===== config.mk =====
export PLATFORM = sky130hd
export DESIGN_NAME = slt_serial_32
export DESIGN_NICKNAME = d
export VERILOG_FILES = /design/src/rtl/slt_serial_32.sv
export SDC_FILE = /design/constraint.sdc
export NUM_CORES = 1
export LEC_CHECK = 0
export CAP_MARGIN = 0
export CORE_MARGIN = 3
export CORE_UTILIZATION = 48
export DETAILED_ROUTE_END_ITERATION = 10
export HOLD_SLACK_MARGIN = 0.1
export PLACE_DENSITY = 0.89
export SLEW_MARGIN = 10
export SYNTH_ARGS = -nofsm -noshare
export SYNTH_HDL_FRONTEND = slang
export SYNTH_SLANG_ARGS = --single-unit

===== constraint.sdc =====
create_clock -name clk -period 2.94 [get_ports clk]
set_input_delay 0.588 -clock clk [delete_from_list [all_inputs] [get_ports clk]]
set_output_delay 0.588 -clock clk [all_outputs]
set_load 0.03 [all_outputs]

===== src/rtl/slt_serial_32.sv =====
// Nibble-serial 32-bit set-less-than unit (slt/sltu) with start/done handshake.
// Scans captured operands from nibble 7 down to nibble 0 and stops at the first difference.
module slt_serial_32 (
  input  logic        clk,
  input  logic        rst_n,
  input  logic        start,
  input  logic        is_signed,
  input  logic [31:0] a,
  input  logic [31:0] b,
  output logic        busy,
  output logic        done,
  output logic [31:0] result,
  output logic        eq
);

  typedef enum logic [1:0] {IDLE, SCAN, DONE} state_t;

  state_t      state;
  logic [2:0]  idx;
  logic [31:0] a_cap;
  logic [31:0] b_cap;
  logic        signed_cap;

  logic [3:0]  a_nib [8];
  logic [3:0]  b_nib [8];
  logic [3:0]  a_cur;
  logic [3:0]  b_cur;
  logic        sign_diff;

  generate
    for (genvar gi = 0; gi < 8; gi++) begin : g_nib
      assign a_nib[gi] = a_cap[4*gi+3:4*gi];
      assign b_nib[gi] = b_cap[4*gi+3:4*gi];
    end
  endgenerate

  assign a_cur = a_nib[idx];
  assign b_cur = b_nib[idx];

  // Differing sign bits decide a signed compare outright: the negative operand is smaller.
  assign sign_diff = signed_cap && (idx == 3'd7) && (a_cap[31] != b_cap[31]);

  always_ff @(posedge clk or negedge rst_n) begin
    if (!rst_n) begin
      state      <= IDLE;
      busy       <= 1'b0;
      done       <= 1'b0;
      result     <= 32'h0;
      eq         <= 1'b0;
      idx        <= 3'd7;
      a_cap      <= 32'h0;
      b_cap      <= 32'h0;
      signed_cap <= 1'b0;
    end else begin
      case (state)
        IDLE, DONE: begin
          done <= 1'b0;
          if (start) begin
            a_cap      <= a;
            b_cap      <= b;
            signed_cap <= is_signed;
            idx        <= 3'd7;
            state      <= SCAN;
            busy       <= 1'b1;
          end else begin
            state <= IDLE;
            busy  <= 1'b0;
          end
        end
        SCAN: begin
          if (sign_diff) begin
            result <= {31'h0, a_cap[31]};
            eq     <= 1'b0;
            state  <= DONE;
            busy   <= 1'b0;
            done   <= 1'b1;
          end else if (a_cur != b_cur) begin
            result <= {31'h0, (a_cur < b_cur)};
            eq     <= 1'b0;
            state  <= DONE;
            busy   <= 1'b0;
            done   <= 1'b1;
          end else if (idx == 3'd0) begin
            result <= 32'h0;
            eq     <= 1'b1;
            state  <= DONE;
            busy   <= 1'b0;
            done   <= 1'b1;
          end else begin
            idx <= idx - 3'd1;
          end
        end
        default: begin
          state <= IDLE;
          busy  <= 1'b0;
          done  <= 1'b0;
        end
      endcase
    end
  end

endmodule


==> impl_metrics.csv, run 1 <==
group,metric,value,unit
floorplanning,coreArea,7290,um^2
drt,vias,2149,
floorplanning,ios,103,
critical_path,critPathMaxFanout,5,
hold_path,hold_path.class,"in2async",
drt,drc_errors,0,
synthesis,synth_top_family_by_area,"multiplexers",
global_route,grt_max_degree,73,
sta,worst_slew_margin_rel,0.414,
cts,clock_latency,330,ps
cts,root_buffer,"clkbuf_8",
synthesis,synth.most_common_cell,"dfrtp_1",
synthesis,synth_simple_gate_area_share,0.0241,
synthesis,yosysWarnings,0,
layout,nets,398,
synthesis,seq_area_frac_synth,0.496,
floorplanning,num_rows,31,
global_route,gr-total-overflow,0,
critical_path,reg2reg_depth,8,
critical_path,path_cells,"buf_12 > mux4_1 > mux2_2 > ha_1 > a21o_1 > a221oi_2 > a21oi_2 > o41ai_2",
floorplanning,die_x,93.1,um
synthesis,synth-edff-count,0,
critical_path,crit_slowest_cell,"dfstp_2",
cts,numCtsBuffers,9,
sta,drv_slew,0,
place,dp_hpwl,5.10,mm
layout,final_area,4610,um^2
floorplanning,dieHeight,93.1,um
cts,cts_htree_levels,3,
sta,finalCritPeriodShare,0.941,
cts,hold_buffers,0,
sta,rsz0062_at_grt,"true",
floorplanning,die_area,8660,um^2
sta,fmax,0.361,GHz
critical_path,rrSetupSlack,170,ps
critical_path,path_delay_family,"compound AO/OA/AOI/OAI gates",
critical_path,reg2reg_to,"result[0]",
synthesis,yosysTopAreaCellShare,0.475,
run,drv_cap,0,
synthesis,muxShareOfSynthArea,0.330,
sta,finalSetupViolCount,0,
floorplanning,initial_utilization,0.499,
synthesis,ys.flop_type,"dfrtp_1",
critical_path,timing_worst_setup_path_type,"reg2reg",
synthesis,synth_area,3640,um^2
layout,area_growth_syn_to_layout,26.7,%
synthesis,synthTopCellsByCount,"69 x dfrtp_1, 68 x mux2_2, 31 x buf_4",
drt,routed_wl,6.98,mm
synthesis,synth_xor_area_frac,0.00241,
global_route,antenna_found_initial,0,
critical_path,cp-end-kind,"flip-flop",
cts,cts_tree,"done",
drt,viasPerCell,5.03,
sta,hold_viol,0,
critical_path,worst_ep_required_time,3180,ps
sta,worstMarginPinSlew,878,ps
critical_path,cp-startpoint,"idx[0]",
critical_path,crit_arrival,3000,ps
layout,diodes,0,
critical_path,endpoint,"result[0]",
critical_path,path_buf_inv,1,
synthesis,synth_fa_ha_area_frac,0.0241,
sta,finalCriticalPeriod,2770,ps
layout,final.fill_count,534,
synthesis,netlist_top_cells_area,"dfrtp_1 47%, mux2_2 21%, buf_4 6.4%",
global_route,groute.usage.overall,0.172,
critical_path,crit_cells,8,
synthesis,syn_area_per_cell,14.6,um^2
synthesis,ys_ff_latch,72,
critical_path,r2r-start,"idx[0]",
cts,cts_buffer_depth,2,
drt,drt_pre_antenna_iters,4,
power_and_ir_drop,power.density,846,nW/um^2
global_route,grt_pass1_wl,11.6,mm
critical_path,slowest_delay,570,ps
power_and_ir_drop,ir_drop,0.000347,V
drt,first_iter_violations,106,
cts,path_clk_slew,70,ps
synthesis,synthArstFlopShare,1.00,
power_and_ir_drop,p_total,3.90,mW
place,place_area,4320,um^2
critical_path,worst_setup_path_start_kind,"flip-flop",
status,status,"complete, no violations",
synthesis,synthDistinctLibCells,31,
sta,fin_skew,6.16,ps
power_and_ir_drop,leakagePower,2.00,nW
drt,routedWlPerCell,16.3,um
layout,drive_above_1_share,0.332,
place,gp_congestion,0.845,
synthesis,synthCells,249,
global_route,grt_pass1_vias,2332,
cts,clock_sinks,72,
synthesis,synth_compound_area_frac,0.0337,
drt,route.antenna.remaining_nets,0,
place,place.port_buffers,71,
synthesis,synth.largest_area_cell,"dfrtp_1",
-- flip-flops by register name, indices dropped and copies added, names as in the netlist --
register	flops
a_cap	32
result	1
signed_cap	1
state	1
idx	3
eq	1
done	1
b_cap	32
-- final cells by class --
| cell class | count | area [um^2] | area share |
|---|---|---|---|
| Sequential cell | 72 | 1810 | 0.392 |
| Multi-Input combinational cell | 160 | 1650 | 0.358 |
| Timing Repair Buffer | 77 | 782 | 0.170 |
| Clock buffer | 13 | 149 | 0.0323 |
| Tap cell | 99 | 124 | 0.0269 |
| Clock inverter | 3 | 90.1 | 0.0195 |
| Inverter | 3 | 11.3 | 0.00244 |
-- per-layer routing --
metal | share of wire | track usage | vias up
met1 | 0.44 | 0.228 | 1059
met5 | 0 | 0 | -
li1 | - | - | 994
met3 | 0.058 | 0.0346 | 8
met4 | 0.014 | 0.0549 | 0
met2 | 0.49 | 0.287 | 88
-- logic make-up after synthesis --
group                      after synthesis
muxes                                   89
and+or+nand+nor                         17
adders and majority gates                7
buffers and inverters                   47
xor gates and xnor gates                 1
other                                    1
DFF                                     72
AOI/OAI and AO/OA                       15
-- where the power goes --
group	internal (mW)	total (mW)	switching [mW]
clock	0.589	0.926	0.337
combinational	0.851	1.46	0.609
sequential	1.30	1.51	0.210
total	2.74	3.90	1.16
-- stage by stage --
stage                     setup WS (ps)   util  hold WS (ps)  TNS [ps]  cells
after detailed placement           26.0  0.593           492         0    409
after global placement             98.1  0.593           482         0    409
final                               173  0.632           369         0    427
after CTS                          55.6  0.630           401         0    427
after global routing              -15.9  0.632           432     -15.9    427
after floorplan                     237      -           292         0    279
-- cell usage in the layout, fill, tap and decap left out, types with 2 or more instances in the layout --
cell type        synthesis  routed
dfrtp_1                 69      69
buf_4                   31       4
nor2_1                   3       3
dfstp_2                  3       3
conb_1                   1      31
o21ai_0                  2       2
buf_12                   0       2
mux4_2                   9      11
nand2_1                  4       4
bufinv_16                0       3
nand2b_1                 3       3
ha_1                     7       6
and3_1                   2       2
inv_1                    3       3
mux2_2                  68      68
clkbuf_8                 0      10
a21oi_1                  4       3
a21o_1                   2       2
mux2i_1                  5       5
mux4_1                   7       5
clkbuf_1                 1       3
clkdlybuf4s50_1          0      70
nor2b_1                  3       2
-- how the worst min path moves through the flow --
stage | slack [ps] | end
after floorplan | 290 | a_cap[0]
after global placement | 480 | a_cap[27]
after detailed placement | 490 | a_cap[11]
after CTS | 400 | a_cap[25]
after global routing | 430 | a_cap[19]
final | 370 | a_cap[25]
-- repair_timing --
action                     in CTS  in global routing
setup endpoints to repair       1                  2
pin swaps                       0                  5
setup buffers                   2                  0
resized for setup               1                  6
Note: power is estimated with default switching activity, not from simulation.
==> run 2, diff against run 1 <==
--- a/config.mk
+++ b/config.mk
@@ -11,7 +11,7 @@
 export DETAILED_ROUTE_END_ITERATION = 10
 export HOLD_SLACK_MARGIN = 0.1
 export PLACE_DENSITY = 0.89
-export SLEW_MARGIN = 10
+export SLEW_MARGIN = 20
 export SYNTH_ARGS = -nofsm -noshare
 export SYNTH_HDL_FRONTEND = slang
 export SYNTH_SLANG_ARGS = --single-unit
==> results of run 2 <==
Same layout as run 1: the final DEF is identical, and so are final timing and power.
